`config.mk`:
```
export PLATFORM = sky130hd
export DESIGN_NAME = tempo_sequencer
export DESIGN_NICKNAME = d
export VERILOG_FILES = /design/src/rtl/tempo_pkg.sv /design/src/rtl/tempo_avg.sv /design/src/rtl/tempo_sequencer.sv
export SDC_FILE = /design/constraint.sdc
export NUM_CORES = 1
export LEC_CHECK = 0
export BUFFER_PORTS_ARGS = -buffer_cell sky130_fd_sc_hd__buf_2
export CAP_MARGIN = 15
export CELL_PAD_IN_SITES_DETAIL_PLACEMENT = 0
export CELL_PAD_IN_SITES_GLOBAL_PLACEMENT = 1
export CORE_MARGIN = 2
export CORE_UTILIZATION = 41
export DETAILED_ROUTE_END_ITERATION = 12
export GPL_TIMING_DRIVEN = 0
export PLACE_DENSITY_LB_ADDON = 0.2
export SLEW_MARGIN = 20
export SYNTH_ARGS = -nofsm -noshare
export SYNTH_HDL_FRONTEND = slang
export SYNTH_SLANG_ARGS = --single-unit
```
`constraint.sdc`:
```
create_clock -name clk_i -period 3.2 [get_ports clk_i]
set_input_delay 0.8 -clock clk_i [delete_from_list [all_inputs] [get_ports clk_i]]
set_output_delay 0.8 -clock clk_i [all_outputs]
set_load 0.01 [all_outputs]
```
`src/rtl/tempo_pkg.sv`:
```
// Shared constants for the tap-tempo sequencer.
//   PER_W / PER_MAX : period sample width and timeout threshold, in tp_i pulses
//   AVG_LOG2        : log2 of the averaging window
//   BPM_W           : published BPM width, results saturate at 2^BPM_W-1
//   DIV_W / DIV_NUM : divider operand width and constant numerator
//   ST_*            : sequencer state encoding
package tempo_pkg;

   localparam int unsigned PER_W    = 17;
   localparam int unsigned PER_MAX  = 62_600;
   localparam int unsigned AVG_LOG2 = 2;
   localparam int unsigned BPM_W    = 9;
   localparam int unsigned DIV_W    = 24;

   // 60e9 ns per minute / 5120 ns per time pulse
   localparam logic [DIV_W-1:0] DIV_NUM = 24'd11_718_750;

   localparam logic [1:0] ST_IDLE     = 2'd0;
   localparam logic [1:0] ST_ARMED    = 2'd1;
   localparam logic [1:0] ST_READY    = 2'd2;
   localparam logic [1:0] ST_DIV_WAIT = 2'd3;

   localparam logic [DIV_W-1:0] BPM_LIMIT = DIV_W'((1 << BPM_W) - 1);

   function automatic logic [BPM_W-1:0] clamp_bpm(input logic [DIV_W-1:0] quot);
      if (quot > BPM_LIMIT) begin
         return '1;
      end
      return quot[BPM_W-1:0];
   endfunction

endpackage

```
`src/rtl/tempo_avg.sv`:
```
// Running average over the last 2^AVG_LOG2 tap periods.
//   clk_i, rst_i : clock, asynchronous active-low reset
//   clear_i      : zero history and sum (highest priority)
//   load_i       : fill every history slot with sample_i
//   shift_i      : push sample_i in, drop the oldest entry
//   sample_i     : period sample
//   avg_o        : sum >> AVG_LOG2 (truncating)
module tempo_avg
   import tempo_pkg::*;
(
   input  logic             clk_i,
   input  logic             rst_i,
   input  logic             clear_i,
   input  logic             load_i,
   input  logic             shift_i,
   input  logic [PER_W-1:0] sample_i,
   output logic [PER_W-1:0] avg_o
);

   localparam int unsigned DEPTH = 1 << AVG_LOG2;
   localparam int unsigned SUM_W = PER_W + AVG_LOG2;

   logic [PER_W-1:0] hist [DEPTH];
   logic [SUM_W-1:0] sum;
   logic [SUM_W-1:0] sample_ext;
   logic [SUM_W-1:0] oldest_ext;

   assign sample_ext = SUM_W'(sample_i);
   assign oldest_ext = SUM_W'(hist[DEPTH-1]);

   always_ff @(posedge clk_i or negedge rst_i) begin
      if (!rst_i) begin
         for (int i = 0; i < DEPTH; i++) hist[i] <= '0;
         sum <= '0;
      end else if (clear_i) begin
         for (int i = 0; i < DEPTH; i++) hist[i] <= '0;
         sum <= '0;
      end else if (load_i) begin
         for (int i = 0; i < DEPTH; i++) hist[i] <= sample_i;
         sum <= sample_ext << AVG_LOG2;
      end else if (shift_i) begin
         hist[0] <= sample_i;
         for (int i = 1; i < DEPTH; i++) hist[i] <= hist[i-1];
         // Sum of DEPTH PER_W-bit values always fits in SUM_W bits.
         sum <= sum + sample_ext - oldest_ext;
      end
   end

   assign avg_o = PER_W'(sum >> AVG_LOG2);

endmodule

```
`src/rtl/tempo_sequencer.sv`:
```
// Qualifies tap periods, averages them and drives a shared divider to produce BPM.
//   clk_i, rst_i          : clock, asynchronous active-low reset
//   tp_i                  : time pulse feeding the idle timeout counter
//   per_i, per_valid_i    : measured tap period and its strobe
//   div_start_o           : one-cycle divider request
//   div_num_o, div_den_o  : divider operands (den held from start to done)
//   div_busy_i            : divider busy, blocks new starts
//   div_done_i, div_quot_i: divider completion strobe and quotient
//   bpm_o, bpm_valid_o    : clamped BPM and its update strobe
//   armed_o               : a reference tap has been seen
module tempo_sequencer
   import tempo_pkg::*;
(
   input  logic             clk_i,
   input  logic             rst_i,
   input  logic             tp_i,
   input  logic [PER_W-1:0] per_i,
   input  logic             per_valid_i,
   output logic             div_start_o,
   output logic [DIV_W-1:0] div_num_o,
   output logic [PER_W-1:0] div_den_o,
   input  logic             div_busy_i,
   input  logic             div_done_i,
   input  logic [DIV_W-1:0] div_quot_i,
   output logic [BPM_W-1:0] bpm_o,
   output logic             bpm_valid_o,
   output logic             armed_o
);

   logic [1:0]       state, state_next;
   logic             pending, pending_next;
   logic [PER_W-1:0] tcnt, tcnt_next;
   logic             start, start_next;
   logic [PER_W-1:0] den, den_next;
   logic [BPM_W-1:0] bpm, bpm_next;
   logic             bpm_valid, bpm_valid_next;

   logic             avg_clear, avg_load, avg_shift;
   logic [PER_W-1:0] avg;

   logic per_taken, per_late, per_ok, tp_expire;

   // A zero period is a glitch and is treated as if no strobe arrived.
   assign per_taken = per_valid_i && (per_i != '0);
   assign per_late  = per_taken && (per_i >= PER_W'(PER_MAX));
   assign per_ok    = per_taken && !per_late;
   assign tp_expire = tp_i && (tcnt == PER_W'(PER_MAX - 1));

   tempo_avg u_avg (
      .clk_i    (clk_i),
      .rst_i    (rst_i),
      .clear_i  (avg_clear),
      .load_i   (avg_load),
      .shift_i  (avg_shift),
      .sample_i (per_i),
      .avg_o    (avg)
   );

   always_comb begin
      state_next     = state;
      pending_next   = pending;
      tcnt_next      = tcnt;
      start_next     = 1'b0;
      den_next       = den;
      bpm_next       = bpm;
      bpm_valid_next = 1'b0;
      avg_clear      = 1'b0;
      avg_load       = 1'b0;
      avg_shift      = 1'b0;

      if (state == ST_IDLE) begin
         tcnt_next = '0;
         // First tap only establishes the reference point.
         if (per_valid_i) state_next = ST_ARMED;
      end else begin
         if (per_taken) begin
            tcnt_next = '0;
         end else if (tp_i) begin
            tcnt_next = tcnt + 1'b1;
         end

         if (per_late) begin
            // Overlong period: this tap becomes the new reference. An in-flight
            // divide finishes in ARMED, where its done is ignored.
            avg_clear    = 1'b1;
            pending_next = 1'b0;
            state_next   = ST_ARMED;
         end else if (!per_taken && tp_expire) begin
            avg_clear    = 1'b1;
            pending_next = 1'b0;
            tcnt_next    = '0;
            state_next   = ST_IDLE;
         end else begin
            if (per_ok) begin
               avg_load     = (state == ST_ARMED);
               avg_shift    = (state != ST_ARMED);
               pending_next = 1'b1;
               if (state != ST_DIV_WAIT) state_next = ST_READY;
            end
            // A sample arriving this cycle defers the start so it uses the new average.
            if (state == ST_READY && !per_ok && pending && !div_busy_i) begin
               start_next   = 1'b1;
               den_next     = avg;
               pending_next = 1'b0;
               state_next   = ST_DIV_WAIT;
            end
            if (state == ST_DIV_WAIT && div_done_i) begin
               bpm_next       = clamp_bpm(div_quot_i);
               bpm_valid_next = 1'b1;
               state_next     = ST_READY;
            end
         end
      end
   end

   always_ff @(posedge clk_i or negedge rst_i) begin
      if (!rst_i) begin
         state     <= ST_IDLE;
         pending   <= 1'b0;
         tcnt      <= '0;
         start     <= 1'b0;
         den       <= '0;
         bpm       <= '0;
         bpm_valid <= 1'b0;
      end else begin
         state     <= state_next;
         pending   <= pending_next;
         tcnt      <= tcnt_next;
         start     <= start_next;
         den       <= den_next;
         bpm       <= bpm_next;
         bpm_valid <= bpm_valid_next;
      end
   end

   assign div_start_o = start;
   assign div_num_o   = DIV_NUM;
   assign div_den_o   = den;
   assign bpm_o       = bpm;
   assign bpm_valid_o = bpm_valid;
   assign armed_o     = (state != ST_IDLE);

endmodule
```
==> impl_metrics.json, run 1 <==
{
  "switchingPower_mw": 3.33,
  "status": "complete, no violations",
  "drtAntennaViolNets": 0,
  "p_leak_nw": 4.25,
  "n_antenna_cell": 0,
  "worstPathCellList": "buf_2 -> inv_1 -> fa_1 -> inv_1 -> ha_1 -> inv_1 -> o21bai_1 -> a221o_1 -> or4_4 -> and3_4 -> a311o_1",
  "clock.fmax_mhz": 320,
  "grt_max_degree": 79,
  "clk_latency_ps": 430,
  "ys_types": 62,
  "grtUsageTotal_pct": 21.1,
  "die_w_um": 136,
  "slowest_stage": "fa_1",
  "routed_wirelength_um": 18300,
  "start_util_pct": 41.6,
  "viasPerCell": 5.40,
  "cap_violations": 0,
  "timing.hold.ws_ps": 350,
  "syn_inst": 657,
  "layout.nets": 861,
  "synth_commonest_cells": "135 x dfrtp_1, 83 x inv_1, 64 x a221o_1, 41 x nor2_1, 24 x buf_4",
  "critPathBufInv": 4,
  "fin_skew_ps": 11.6,
  "hold_violations": 0,
  "rsz0062_at_grt": "true",
  "antenna_found_initial": 0,
  "post-route-drc-count": 0,
  "vias": 5483,
  "worst_setup_path_end_kind": "register",
  "hpwl_um": 13400,
  "synth-seq-area-share_pct": 47.5,
  "met2_length_um": 8640,
  "synthTopCellsByArea": "dfrtp_1 47%, a221o_1 9.0%, fa_1 4.8%, inv_1 4.4%, ha_1 3.5%",
  "ios": 100,
  "max-slew-margin-rel_pct": 44.5,
  "cp_top_family": "adder cells",
  "clockRootBuffer": "clkbuf_16",
  "fin_tns_setup_ps": 0,
  "period_needed_ps": 3120,
  "die_h_um": 136,
  "gp_congestion": 0.868,
  "yosysMostFrequentCell": "dfrtp_1",
  "avgRoutedWirePerCell_um": 18.0,
  "layout-drive-gt1-share_pct": 23.2,
  "clk_pin_slew_worst_paths_ps": 60,
  "cp_common_cell": "inv_1",
  "finalPower_mw": 8.71,
  "drt_iter0_drc": 398,
  "hold_class": "input port to asynchronous set/reset pin",
  "gr-total-overflow": 0,
  "ys_seq_elements": 135,
  "worstPathArrival_ps": 3430,
  "internal_power_mw": 5.37,
  "cts_buffers": 17,
  "critical_path_class": "input port to register",
  "wl_met1_um": 8090,
  "htreeDepth": 4,
  "area_delta_synth_final_pct": 22.3,
  "vdd_drop_max_mv": 0.535,
  "cp-start-kind": "input port",
  "cts_hold_buf": 0,
  "cp_max_fo": 5,
  "required_ps": 3510,
  "grt_pass1_vias": 5546,
  "fin_crit_sh_pct": 97.6,
  "clkPwrFrac_pct": 22.5,
  "wl_met3_um": 987,
  "yosysTopAreaCellShare_pct": 47.5,
  "clockBufferDepth": 2,
  "p_sw_share_pct": 38.3,
  "syn_area_um2": 7120,
  "dieArea_um2": 18400,
  "port_buffers": 74,
  "yosysTopAreaCell": "dfrtp_1",
  "yosysWarnings": 0,
  "maxSlewViolCount": 0,
  "tritoncts": "done",
  "power_density_nw_per_um2": 1000,
  "ys_async_sr_fraction_pct": 100,
  "synthFlopType": "dfrtp_1",
  "setup_viol": 0,
  "core-area_um2": 17100,
  "synth_edf_count": 0,
  "tightest_slew_ps": 826,
  "clock-sinks": 135,
  "top_layer": "met4",
  "max_stage_delay_ps": 530,
  "row_count": 48,
  "drt_pass1_iterations": 5,
  "grt_pass1_wl_um": 29400,
  "syn_area_per_cell_um2": 10.8,
  "combPwrFrac_pct": 48.5,
  "pwr-share-seq_pct": 29.0
}
power groups by stage:
stage | Clock, mW | Combinational [mW] | Sequential (mW)
finish | 1.96 | 4.22 | 2.52
global route | 2.07 | 4.64 | 2.59
CTS | 2.00 | 3.91 | 2.52
detailed placement | 0 | 3.81 | 2.55
global placement | 0 | 3.73 | 2.53
floorplan | 0 | 2.89 | 2.51
layout by cell type (no fill, tap or decap), types with 4 or more instances in the layout:
| master | instances |
|---|---|
| dfrtp_1 | 135 |
| inv_1 | 80 |
| buf_2 | 79 |
| a221o_1 | 64 |
| nor2_1 | 41 |
| buf_4 | 30 |
| conb_1 | 24 |
| nand2_1 | 21 |
| clkbuf_1 | 20 |
| xnor2_1 | 20 |
| a22o_1 | 20 |
| a21oi_1 | 19 |
| fa_1 | 17 |
| clkbuf_16 | 17 |
| nor3_1 | 16 |
| ha_1 | 15 |
| xor2_1 | 11 |
| mux2_2 | 11 |
| nand4_1 | 10 |
| mux2i_1 | 10 |
| nand3_1 | 9 |
| and3_1 | 9 |
| nor4_1 | 6 |
| mux2_1 | 6 |
| o21ai_0 | 5 |
| o21a_1 | 4 |
| nand2b_1 | 4 |
| a211o_1 | 4 |
| clkbuf_8 | 4 |
layer usage:
| layer | track usage, % | vias to the layer above |
|---|---|---|
| met2 | 33.2 | 177 |
| met5 | 0 | - |
| li1 | - | 2557 |
| met3 | 4.68 | 43 |
| met4 | 10.5 | 0 |
| met1 | 27.5 | 2706 |
area by class of cell:
class	instances	area, um2
buffer	54	332
multi-input combinational	406	3340
clock buffer	22	474
timing repair buffer	80	454
clock inverter	10	120
tap	225	282
inverter	83	324
sequential	135	3380
fill	1562	8410
worst paths after layout:
check,startpoint,end,slack [ps],cells past startpoint
setup / recovery,per_i[12],u_avg.sum[18]$_DFFE_PN0P_,80,11
hold / removal,rst_i,div_den_o[3]$_DFFE_PN0P_,350,1
setup reg to reg,u_avg.sum[11]$_DFFE_PN0P_,u_avg.sum[18]$_DFFE_PN0P_,120,11
hold reg to reg,u_avg.hist[67]$_DFFE_PN0P_,u_avg.hist[67]$_DFFE_PN0P_,490,1
max in group asynchronous,rst_i,bpm_o[8]$_DFFE_PN0P_,2140,2
min in group clk_i,u_avg.hist[67]$_DFFE_PN0P_,u_avg.hist[67]$_DFFE_PN0P_,490,1
stage by stage:
step	util, %	area (um2)	cells	setup slack [ps]
6_report	50.8	8700	1015	78.2
5_1_grt	50.8	8700	1015	-10.3
4_1_cts	50.1	8570	1011	-17.4
3_5_place_dp	46.4	7950	979	-590
3_3_place_gp	46.2	7910	978	-611
2_1_floorplan	-	7260	679	-147
sequential cells by signal, indices dropped and copies added, names as in the netlist:
name	flops
bpm_valid_o	1
state	2
u_avg.sum	19
div_start_o	1
bpm_o	9
pending	1
div_den_o	17
u_avg.hist	68
tcnt	17
timing repair:
item	CTS	global route
gates resized for setup	6	20
setup buffers	0	5
pin swaps	1	7
setup endpoints to repair	6	8
logic make-up (layout without fill, tap and decap cells):
family / Yosys count / count (layout) / synth area share [%]
AO/OA/AOI/OAI: 147 / 147 / 17.4
multiplexers: 27 / 27 / 4.10
flip-flops: 135 / 135 / 47.5
AND/OR/NAND/NOR: 140 / 140 / 9.99
buffers and inverters: 138 / 249 / 8.79
XOR/XNOR: 31 / 31 / 3.82
other: 2 / 24 / 0.106
adder cells (fa/ha/maj): 37 / 37 / 8.30
Power figures use the tool's default switching activity.
==> run 2, diff against run 1 <==
CORE_MARGIN = default   (was 2)
SYNTH_HIERARCHICAL = 1   (was default)
==> run 2 against run 1 <==
Effect of this change:
- critical path depth shrank 1
- sequential power up 10%
- non-clock buffer count is 21 higher
- cell area grew 11%
- worst hold slack got worse by 39 ps
- global-route usage grew 1.8 points
- area after synthesis increased by 14%
- largest cell class is now multi-input gates
==> impl_metrics.json, run 2 <==
{
  "ys_types": 69,
  "die_h_um": 143,
  "synth_compound_area_share_pct": 16.3,
  "vias": 6174,
  "grt_pass1_vias": 6109,
  "fin_tns_setup_ps": 0,
  "clk_pin_slew_worst_paths_ps": 70,
  "synth_top_family_by_area": "compound AO/OA/AOI/OAI gates",
  "avgRoutedWirePerCell_um": 18.0,
  "worstPathArrival_ps": 3440,
  "post-route-drc-count": 0,
  "fin_skew_ps": 14.7,
  "yosysMostFrequentCell": "dfrtp_1",
  "status": "complete, no violations",
  "clock-sinks": 135,
  "cap_violations": 0,
  "critPathBufInv": 3,
  "ios": 100,
  "hold_class": "input port to asynchronous set/reset pin",
  "clk_latency_ps": 420,
  "cp-start-kind": "input port",
  "yosys.area_share.simple_pct": 12.1,
  "hold_violations": 0,
  "required_ps": 3540,
  "gp_congestion": 0.871,
  "syn_inst": 822,
  "cp_top_family": "simple AND/OR/NAND/NOR gates",
  "tightest_slew_ps": 685,
  "post-route-cell-area_um2": 9650,
  "setup_viol": 0,
  "largest_register_ffs": 68,
  "top_regs": "u_avg/hist: 68 flops, u_avg/sum: 19 flops",
  "critical_path_class": "input port to register",
  "start_util_pct": 41.8,
  "htreeDepth": 4,
  "antenna_found_initial": 0,
  "clock.fmax_mhz": 322,
  "ys_seq_elements": 135,
  "max_stage_delay_ps": 450,
  "ys_async_sr_fraction_pct": 100,
  "drt_pass1_iterations": 5,
  "maxSlewViolCount": 0,
  "vdd_drop_max_mv": 0.514,
  "fin_crit_sh_pct": 97.0,
  "cp_max_fo": 10,
  "rsz0062_at_grt": "false",
  "dieArea_um2": 20300,
  "routed_wirelength_um": 21900,
  "regMostFlops": "u_avg/hist",
  "viasPerCell": 5.08,
  "synthTopCellsByArea": "dfrtp_1 42%, mux2i_1 7.8%, a21boi_0 5.2%, fa_1 4.2%, inv_1 3.9%",
  "max-slew-margin-rel_pct": 54.3,
  "cp.depth": 10,
  "final_common_cell": "dfrtp_1",
  "layout_common_cells": "135 x dfrtp_1, 84 x inv_1, 83 x buf_2, 63 x mux2i_1, 61 x nor2_1",
  "syn_area_um2": 8100,
  "r2r.worst_path.cells": 10,
  "grtUsageTotal_pct": 22.9,
  "grt_max_degree": 71,
  "synthFlopType": "dfrtp_1",
  "period_needed_ps": 3100,
  "clockBufferDepth": 2,
  "cts_buffers": 17,
  "row_count": 51,
  "layout.nets": 1022,
  "die_w_um": 143,
  "slowest_stage": "nor4_2",
  "placed_cells": 1184,
  "stdcell_count": 1216,
  "p_leak_nw": 4.59,
  "drtAntennaViolNets": 0,
  "core-area_um2": 19400,
  "power_density_nw_per_um2": 1020,
  "area_delta_synth_final_pct": 19.1,
  "synth-adder-area-share_pct": 7.29,
  "layout-drive-gt1-share_pct": 23.3,
  "clockRootBuffer": "clkbuf_16",
  "yosysTopAreaCell": "dfrtp_1",
  "hpwl_um": 16000,
  "synth_xor_area_share_pct": 1.95,
  "drt_iter0_drc": 406,
  "synth_commonest_cells": "135 x dfrtp_1, 84 x inv_1, 63 x mux2i_1, 61 x nor2_1, 56 x a21boi_0",
  "yosysTopAreaCellShare_pct": 41.7,
  "fillers": 1908,
  "cts_hold_buf": 0,
  "yosysWarnings": 6,
  "tritoncts": "done",
  "placed_area_um2": 8920,
  "worst_setup_path_end_kind": "register",
  "syn_area_per_cell_um2": 9.86,
  "worstPathCellList": "buf_2 -> nor4_2 -> nand3_2 -> o21ai_4 -> nand2b_1 -> nor3b_2 -> clkbuf_4 -> clkbuf_2 -> a21oi_1 -> a21boi_0",
  "synthMuxAreaShare_pct": 10.6,
  "synth-seq-area-share_pct": 41.7,
  "n_antenna_cell": 0,
  "port_buffers": 74,
  "synth_edf_count": 0,
  "timing.hold.ws_ps": 311,
  "gr-total-overflow": 0,
  "grt_pass1_wl_um": 34700
}
==> run 2: stage by stage <==
stage	worst slack (ps)	total power, mW	util [%]
after floorplan	140	6.41	-
after global placement	-1660	7.72	45.8
after detailed placement	-1610	7.76	46.0
after CTS	-13.8	9.79	49.3
after global routing	2.16	10.6	49.7
final	96.1	9.84	49.7
==> run 2: kinds of logic (layout without fill, tap and decap cells) <==
family	Yosys count	in the layout
flops	135	135
other cells	2	24
buf+inv	164	271
simple gates	196	196
xor+xnor	18	18
fa+ha+maj	37	37
mux	80	80
compound gates	190	190
==> run 2: where the power goes <==
part           switching (mW)  total (mW)  internal [mW]
sequential              0.435        2.78           2.34
clock                   0.765        1.95           1.19
combinational            2.98        5.11           2.14
==> run 2: layout make-up <==
type / count / area (um2) / area share [%]
buffer: 79 / 537 / 5.56
multi-input combinational: 545 / 4090 / 42.4
inverter: 84 / 315 / 3.27
clock inverter: 11 / 123 / 1.27
tap: 265 / 332 / 3.44
timing repair buffer: 76 / 415 / 4.31
clock buffer: 21 / 460 / 4.77
sequential: 135 / 3380 / 35.0
==> run 2: routing by layer <==
metal / GRT usage [%] / routed length [um]
met4: 5.94 / 312
met2: 36.1 / 10100
met1: 32.1 / 10600
met5: 0 / 0
met3: 4.68 / 848
==> run 2: what timing repair did <==
item / 4_1_cts / 5_1_grt
gates cloned: 0 / 0
hold endpoints to repair: 0 / 0
setup endpoints to repair: 87 / 82
setup buffers: 0 / 1
pin swaps: 0 / 0
gates resized for setup: 22 / 32
==> run 2: worst paths after layout <==
path / slack [ps] / from / end
max: 100 / per_i[10] / u_avg/hist[21]$_DFFE_PN0P_
min: 310 / rst_i / u_avg/hist[37]$_DFFE_PN0P_
max reg2reg: 240 / tcnt[4]$_DFF_PN0_ / u_avg/sum[15]$_DFFE_PN0P_
min reg2reg: 480 / u_avg/hist[61]$_DFFE_PN0P_ / u_avg/hist[61]$_DFFE_PN0P_
max in group asynchronous: 2160 / rst_i / u_avg/hist[46]$_DFFE_PN0P_
min in group clk_i: 480 / u_avg/hist[61]$_DFFE_PN0P_ / u_avg/hist[61]$_DFFE_PN0P_
==> run 3, diff against run 2 <==
==> constraint.sdc (replaced) <==
create_clock -name clk_i -period 3.2 [get_ports clk_i]
set_input_delay 0.32 -clock clk_i [delete_from_list [all_inputs] [get_ports clk_i]]
set_output_delay 0.32 -clock clk_i [all_outputs]
set_load 0.01 [all_outputs]
==> run 3 against run 2 <==
Effect of this change:
- sequential share of layout area rose by 0.31 points
- non-clock buffer count is the same
- critical endpoint is now u_avg/sum[13]$_DFFE_PN0P_
- critical path type unchanged
- combinational power down 1%
- critical path depth rose by 1
- global-route usage about the same
- first-iteration DRC count increased by 5.2%
- final cell count unchanged
- clock power about the same
- setup slack improved by 96 ps
- count of clock-buffer cells in the layout is the same
==> impl_metrics.json, run 3 (synthesis results as in run 2) <==
{
  "vias": 6164,
  "dieArea_um2": 20300,
  "status": "complete, no violations",
  "top_regs": "u_avg/hist: 68 flops, u_avg/sum: 19 flops",
  "drtAntennaViolNets": 0,
  "max-slew-margin-rel_pct": 53.9,
  "wl_met1_um": 10400,
  "largest_register_ffs": 68,
  "worst_setup_path_end_kind": "register",
  "ios": 100,
  "routed_wirelength_um": 21800,
  "rsz0062_at_grt": "false",
  "timing.hold.ws_ps": 166,
  "setup_viol": 0,
  "post_cts_buffers": 0,
  "antenna_found_initial": 0,
  "grt_pass1_wl_um": 34700,
  "avgRoutedWirePerCell_um": 18.0,
  "viasPerCell": 5.07,
  "gp_congestion": 0.871,
  "row_count": 51,
  "core-area_um2": 19400,
  "worstPathArrival_ps": 3300,
  "placed_area_um2": 8920,
  "regMostFlops": "u_avg/hist",
  "grt_pass1_vias": 6110,
  "post-route-drc-count": 0,
  "r2r_slack_ps": 250,
  "hold_violations": 0,
  "cts_buffers": 17,
  "n_antenna_cell": 0,
  "clock-sinks": 135,
  "hpwl_um": 16000,
  "drt_iter0_drc": 427,
  "fin_skew_ps": 14.5,
  "drt_pass1_iterations": 5,
  "required_ps": 3500,
  "top_layer": "met4",
  "vdd_drop_max_mv": 0.489,
  "met2_length_um": 10100,
  "clk_latency_ps": 420,
  "grt_max_degree": 71,
  "cap_violations": 0,
  "post-route-cell-area_um2": 9560,
  "htreeDepth": 4,
  "critical_path_class": "input port to register",
  "period_needed_ps": 3010,
  "clockRootBuffer": "clkbuf_16",
  "cp-start-kind": "input port",
  "die_w_um": 143,
  "gr-total-overflow": 0,
  "fin_crit_sh_pct": 94.0,
  "grtUsageTotal_pct": 22.9,
  "tightest_slew_ps": 691,
  "clockBufferDepth": 2,
  "cp_max_fo": 10,
  "final_common_cell": "dfrtp_1",
  "layout.nets": 1022,
  "port_buffers": 74,
  "layout_common_cells": "135 x dfrtp_1, 88 x buf_2, 84 x inv_1, 63 x mux2i_1, 61 x nor2_1",
  "layout-drive-gt1-share_pct": 21.5,
  "p_leak_nw": 4.56,
  "tritoncts": "done",
  "maxSlewViolCount": 0,
  "clock.fmax_mhz": 333,
  "fillers": 1918,
  "power_density_nw_per_um2": 1020,
  "wl_met3_um": 954,
  "area_delta_synth_final_pct": 18.0,
  "die_h_um": 143,
  "start_util_pct": 41.8,
  "hold_class": "input port to register",
  "clk_pin_slew_worst_paths_ps": 60
}
run 3: changes by cell type in the layout (fill, tap and decap cells not counted), moves of 3 or more:
cell	previous run	this run
clkbuf_4	8	2
clkbuf_2	10	7
buf_2	83	88
buf_4	44	41
clkbuf_1	6	12
a21oi_2	8	3
a21oi_1	36	41
run 3: final cells by class:
type                       instances  area [um2]  share of cell area (%)
multi-input combinational        545        4030                    42.1
buffer                            79         509                    5.33
timing repair buffer              76         418                    4.37
clock buffer                      21         460                    4.81
tap                              265         332                    3.47
clock inverter                    11         123                    1.28
sequential                       135        3380                    35.3
inverter                          84         315                    3.30
run 3: path summary, 6_finish.rpt:
check                           cells after the start                         end                        from
worst min register to register                      2  u_avg/hist[61]$_DFFE_PN0P_  u_avg/hist[61]$_DFFE_PN0P_
worst min-delay path                                3        bpm_o[2]$_DFFE_PN0P_               div_quot_i[2]
worst max-delay path                               11   u_avg/sum[13]$_DFFE_PN0P_                    per_i[5]
worst max register to register                     10   u_avg/sum[15]$_DFFE_PN0P_           tcnt[4]$_DFF_PN0_
min in group asynchronous                           2  u_avg/hist[37]$_DFFE_PN0P_                       rst_i
max in group asynchronous                           3  u_avg/hist[46]$_DFFE_PN0P_                       rst_i
run 3: what timing repair did:
item / 4_1_cts / 5_1_grt
setup endpoints to repair: 86 / 81
cloned: 0 / 0
hold endpoints to repair: 65 / 0
hold buffers: 1 / 0
gates resized for setup: 9 / 15
run 3: power breakdown:
part	switching (mW)	internal [mW]	leakage [nW]
clock	0.763	1.19	0.275
sequential	0.437	2.34	1.74
combinational	2.95	2.10	2.54
total	4.15	5.63	4.56
run 3: stage by stage:
stage	cells	setup slack (ps)	util, %	TNS [ps]	power [mW]
floorplan	844	419	-	0	6.41
global placement	1183	-1180	45.8	-85050	7.72
detailed placement	1184	-1130	46.0	-63820	7.76
CTS	1216	10.1	49.1	0	9.78
global route	1216	16.0	49.3	0	10.6
finish	1216	192	49.3	0	9.77
run 3: per-layer routing:
layer / vias to the layer above / GRT usage, %
met4: 0 / 5.94
met5: - / 0
met3: 18 / 4.81
li1: 3025 / -
met2: 127 / 35.9
met1: 2994 / 32.0
run 3: worst max-delay path, cell delays in order:
cell and delay (ps):
buf_2 120, nor4_4 420, o211ai_1 160, nand2_1 200, nand2b_1 190, nor2_1 110
buf_2 250, clkbuf_1 490, clkbuf_1 580, o2111ai_1 210, and3_1 230
